--- src/rtl/soc_bus_fabric.sv ---
// soc_bus_fabric: a single-master, multi-slave bus fabric.
// The master request is decoded against per-slave base/mask pairs. The request
// is latched into registered slave-side outputs, and the selected slave's
// completion is turned into a one-cycle m_ready pulse.
// Optional feature: define SOC_BUS_TIMEOUT_EN to abort an ACCESS that is still
// waiting after TIMEOUT_CYCLES cycles. When the macro is undefined, ACCESS
// waits for s_ready indefinitely.

// Address decode for one slave port.
module soc_bus_fabric_dec_lane #(
   parameter logic [31:0] BASE = 32'h0,
   parameter logic [31:0] MASK = 32'h0
) (
   input  logic [31:0] addr,
   output logic        hit
);
   assign hit = ((addr & MASK) == BASE);
endmodule

module soc_bus_fabric #(
   parameter int NUM_SLAVES = 4,
   parameter logic [NUM_SLAVES*32-1:0] SLV_BASE =
      {32'h3000_0000, 32'h2000_0000, 32'h1000_0000, 32'h0000_0000},
   parameter logic [NUM_SLAVES*32-1:0] SLV_MASK = {4{32'hF000_0000}},
   parameter int TIMEOUT_CYCLES = 16
) (
   input  logic                       clk,
   input  logic                       reset,
   input  logic                       m_req,
   input  logic                       m_we,
   input  logic [31:0]                m_addr,
   input  logic [31:0]                m_wdata,
   input  logic [3:0]                 m_be,
   output logic [31:0]                m_rdata,
   output logic                       m_ready,
   output logic                       m_err,
   output logic [NUM_SLAVES-1:0]      s_sel,
   output logic                       s_we,
   output logic [31:0]                s_addr,
   output logic [31:0]                s_wdata,
   output logic [3:0]                 s_be,
   input  logic [NUM_SLAVES*32-1:0]   s_rdata,
   input  logic [NUM_SLAVES-1:0]      s_ready
);

   typedef enum logic [1:0] {IDLE, ACCESS, RESP} state_t;

   state_t                  state_q, state_d;
   logic [NUM_SLAVES-1:0]   hit;        // raw per-slave decode
   logic [NUM_SLAVES-1:0]   hit_oh;     // lowest-index hit only
   logic [NUM_SLAVES-1:0]   sel_q;      // slave chosen at latch time
   logic [31:0]             rdata_sel;
   logic                    ready_sel;
   logic                    start;
   logic                    tmo_hit;

   // Out-of-range configurations are rejected at elaboration.
   if (NUM_SLAVES < 1 || NUM_SLAVES > 8 || TIMEOUT_CYCLES < 2 || TIMEOUT_CYCLES > 255)
   begin : g_bad_cfg
      $error("soc_bus_fabric: NUM_SLAVES or TIMEOUT_CYCLES out of range");
   end

   for (genvar i = 0; i < NUM_SLAVES; i++) begin : g_lane
      soc_bus_fabric_dec_lane #(
         .BASE(SLV_BASE[i*32 +: 32]),
         .MASK(SLV_MASK[i*32 +: 32])
      ) u_lane (
         .addr(m_addr),
         .hit (hit[i])
      );
   end

   // Priority select: overlapping windows resolve to the lowest slave index.
   always_comb begin
      hit_oh = '0;
      for (int i = NUM_SLAVES - 1; i >= 0; i--) begin
         if (hit[i]) begin
            hit_oh    = '0;
            hit_oh[i] = 1'b1;
         end
      end
   end

   // Only the latched slave's ready and read data are observed.
   always_comb begin
      rdata_sel = '0;
      for (int i = 0; i < NUM_SLAVES; i++) begin
         if (sel_q[i]) rdata_sel = rdata_sel | s_rdata[i*32 +: 32];
      end
   end

   assign ready_sel = |(s_ready & sel_q);
   assign start     = (state_q == IDLE) && m_req;

`ifdef SOC_BUS_TIMEOUT_EN
   logic [7:0] tmo_cnt;

   // Count cycles spent in ACCESS; cleared whenever the FSM is elsewhere.
   always_ff @(posedge clk) begin
      if (reset || state_q != ACCESS) tmo_cnt <= '0;
      else                            tmo_cnt <= tmo_cnt + 8'd1;
   end

   // This fires on the last allowed ACCESS cycle. A ready in the same cycle
   // takes precedence.
   assign tmo_hit = (state_q == ACCESS) && (tmo_cnt == 8'(TIMEOUT_CYCLES - 1));
`else
   assign tmo_hit = 1'b0;
`endif

   // State register.
   always_ff @(posedge clk) begin
      if (reset) state_q <= IDLE;
      else       state_q <= state_d;
   end

   // Next-state logic: a decode miss skips ACCESS and answers straight away.
   always_comb begin
      state_d = state_q;
      case (state_q)
         IDLE:    if (m_req) state_d = (|hit_oh) ? ACCESS : RESP;
         ACCESS:  if (ready_sel || tmo_hit) state_d = RESP;
         RESP:    state_d = IDLE;
         default: state_d = IDLE;
      endcase
   end

   // FSM outputs: slave select only during ACCESS, ready only during RESP.
   always_comb begin
      s_sel   = '0;
      m_ready = 1'b0;
      case (state_q)
         ACCESS:  s_sel   = sel_q;
         RESP:    m_ready = 1'b1;
         default: ;
      endcase
   end

   // Request latch and response capture. m_rdata and m_err hold between
   // transfers, so only m_ready qualifies them.
   always_ff @(posedge clk) begin
      if (reset) begin
         s_we    <= 1'b0;
         s_addr  <= '0;
         s_wdata <= '0;
         s_be    <= '0;
         sel_q   <= '0;
         m_rdata <= '0;
         m_err   <= 1'b0;
      end else begin
         if (start) begin
            s_we    <= m_we;
            s_addr  <= m_addr;
            s_wdata <= m_wdata;
            s_be    <= m_be;
            sel_q   <= hit_oh;
         end
         if (start && !(|hit_oh)) begin
            m_rdata <= '0;
            m_err   <= 1'b1;
         end else if (state_q == ACCESS && ready_sel) begin
            m_rdata <= s_we ? 32'h0 : rdata_sel;
            m_err   <= 1'b0;
         end else if (tmo_hit) begin
            m_rdata <= '0;
            m_err   <= 1'b1;
         end
      end
   end

endmodule

--- config.mk ---
export PLATFORM = sky130hd
export DESIGN_NAME = soc_bus_fabric
export DESIGN_NICKNAME = d
export VERILOG_FILES = /design/src/rtl/soc_bus_fabric.sv
export SDC_FILE = /design/constraint.sdc
export NUM_CORES = 1
export LEC_CHECK = 0
export CAP_MARGIN = 0
export CORE_AREA = 2 2 121 123
export DETAILED_ROUTE_END_ITERATION = 8
export DIE_AREA = 0 0 123 125
export HOLD_SLACK_MARGIN = 0.1
export PLACE_DENSITY = 0.71
export RECOVER_POWER = 50
export SYNTH_ARGS = -nofsm -noshare
export SYNTH_HDL_FRONTEND = slang
export SYNTH_SLANG_ARGS = --single-unit
--- constraint.sdc ---
create_clock -name clk -period 1.6 [get_ports clk]
set_clock_uncertainty 0.05 [all_clocks]
set_input_delay 0.24 -clock clk [delete_from_list [all_inputs] [get_ports clk]]
set_output_delay 0.24 -clock clk [all_outputs]
set_load 0.02 [all_outputs]
==> out/qor.csv <==
metric,value,unit
cts_htree_levels,3,
min_path_type,in2reg,
coreArea,0.01420,mm^2
synth_edf_count,0,
rsz0062_at_grt,true,
synth_seq_area_share,0.4638,
crit_slowest_cell,or3_1,
synth_top_area_cell,dfxtp_1,
worstSetupEndpointType,flip-flop,
gr-total-overflow,0,
finalCritPeriodShare,0.9858,
cts_inserted_buffers,9,
period_needed,1577,ps
synth_area_leaders,"dfxtp_1 (46%), nand2_1 (13%), a21oi_1 (8.7%)",
grt_start_max_net_pins,49,
fmaxAchievable,634.0,MHz
clock_power_share,0.359,
gp_congestion,0.8564,
syn_nets,763,
combPwrFrac,0.201,
clock_latency,350,ps
placed_area,0.008051,mm^2
dieArea,0.01538,mm^2
postSynthAreaPerCell,8.340,um^2
crit_buf_inv,2,
via_count,5413,
synth_top_area_share,0.4638,
crit_type,reg2reg,
grt_usage,0.2372,
max-cap-violations,0,
tightest_slew,508.7,ps
grt_pass1_vias,5527,
path_delay_family,simple AND/OR/NAND/NOR gates,
cts-root-buf,clkbuf_16,
arrival,1800,ps
hold_slack,332.8,ps
synthTopCellsByCount,"nand2_1 (163), dfxtp_1 (108), a21oi_1 (81)",
p_sw,0.001722,W
crit_required,1830,ps
hpwlAfterDp,14.28,mm
fin_area,0.008283,mm^2
rows,44,
yosysMostFrequentCell,nand2_1,
p_int,0.004807,W
setup_viol_count_final,0,
area_growth_syn_to_layout,77.67,%
status,"finished, final reports clean",
vdd_drop_max,508.5,uV
vias_per_cell,5.121,
cp-start-kind,flip-flop,
final_max_slew_viol_count,0,
numClockSinks,108,
hold_viol,0,
drc,0,
die_w,123,um
syn_inst,559,
ctsHoldBuffers,0,
switching_share,0.2638,
io_pins,311,
synth.yosys.warnings,0,
die-height,125,um
dr.pass1.iters,5,
grt_pass1_wl,28.34,mm
async_flop_share,0,
start_util,0.3282,
numPortBuffers,310,
placed_cells,1034,
ys_ff_latch,108,
relSlewSlack,0.6609,
seqPwrFrac,0.439,
clk_path_buf_depth,2,
power_density,788.3,mW/mm^2
leakage,3.266,nW
cpPeakStageDelay,360,ps
antenna_found_initial,2,
synth.distinct_cells,29,
layout-drive-gt1-share,0.1401,
syn-cell-area,0.004662,mm^2
crit_fanout,15,
clk_pin_slew,80,ps
fillers,1311,
num-nets-final,1070,
routedWlPerCell,18.18,um
synth_ff_type,dfxtp_1,
ant_nets,0,
cts_tree,done,
drt-initial-drc-count,235,
totalWireLength,19.22,mm
instances_no_fill,1057,
crit_chain,"and2b_2, buf_6, o21ai_4, buf_12, or3_1, a21oi_2",
## cells in the final DEF, fill, tap and decap left out, types with 9 or more instances in the layout
cell type	instances
or3_1	21
or3_4	11
nand2_1	163
a21oi_1	80
dfxtp_1	104
a21oi_2	25
dlygate4sd2_1	69
clkbuf_1	33
buf_4	26
clkbuf_16	9
nand2_2	10
a221oi_1	29
clkdlybuf4s50_1	202
a22o_1	32
## per-stage QoR
step / total power [W] / setup TNS, ps / setup slack [ps] / utilization
finish: 0.006530 / 0 / 22.67 / 0.5832
global route: 0.006804 / -387.1 / -37.23 / 0.5832
CTS: 0.006632 / -13.14 / -5.472 / 0.5903
detailed placement: 0.004315 / -23190 / -290.2 / 0.5669
global placement: 0.004291 / -22100 / -327.4 / 0.5669
floorplan: 0.003401 / 0 / 107.9 / -
## registers in the layout, summed over array words and instances, names as in the netlist
signal and count:
s_addr 32, state_q 2, sel_q 4, m_err 1, s_we 1, s_wdata 32, s_be 4, m_rdata 32
## worst register-to-register path, cell delays in order (launching register included)
cell and delay (ps):
dfxtp_2 330, and2b_2 250, buf_6 130, o21ai_4 90, buf_12 160, or3_1 360, a21oi_2 130
## worst paths after layout
check / start / endpoint / slack [ps] / cells after the start
hold / removal: reset / s_wdata[8] / 330 / 3
hold reg to reg: m_rdata[27] / m_rdata[27] / 410 / 2
setup reg to reg: state_q[1] / m_rdata[2] / 20 / 6
setup / recovery: state_q[1] / m_rdata[2] / 20 / 6
## power groups by stage
stage | combinational (W) | sequential (W) | clock (W)
global route | 0.00141 | 0.00289 | 0.00251
floorplan | 0.000334 | 0.00307 | 0
detailed placement | 0.00138 | 0.00293 | 0
CTS | 0.00137 | 0.00287 | 0.00240
finish | 0.00131 | 0.00287 | 0.00235
global placement | 0.00136 | 0.00293 | 0
## area by class of cell
class | count | area (um^2) | share of cell area
timing repair buffer | 348 | 3228 | 0.3897
multi-input combinational | 398 | 2333 | 0.2817
sequential | 108 | 2167 | 0.2616
clock buffer | 10 | 239.0 | 0.02885
tap | 184 | 230.2 | 0.02779
clock inverter | 6 | 76.32 | 0.009215
antenna | 2 | 5.005 | 0.0006042
inverter | 1 | 3.754 | 0.0004532
## repair_timing
action	in CTS	in global routing
pin swaps	2	9
setup buffers	1	0
gates cloned	4	0
resized for setup	96	57
endpoints found under the setup margin	90	68
## cells by family (layout without fill, tap and decap cells)
kind of cell / after synthesis / count (layout) / synth area share
flip-flops: 108 / 108 / 0.4638
AND/OR/NAND/NOR: 221 / 221 / 0.2099
AO/OA/AOI/OAI: 176 / 177 / 0.2644
other: 0 / 2 / 0
buffers and inverters: 54 / 365 / 0.06199
## per-layer routing
| layer | wire length [um] | global-route usage | up-vias |
|---|---|---|---|
| li1 | - | - | 2585 |
| met1 | 7072 | 0.2476 | 2533 |
| met2 | 9755 | 0.4358 | 253 |
| met3 | 1732 | 0.06797 | 42 |
| met4 | 660 | 0.1003 | 0 |
| met5 | 0 | 0 | - |
Power figures use the tool's default switching activity.
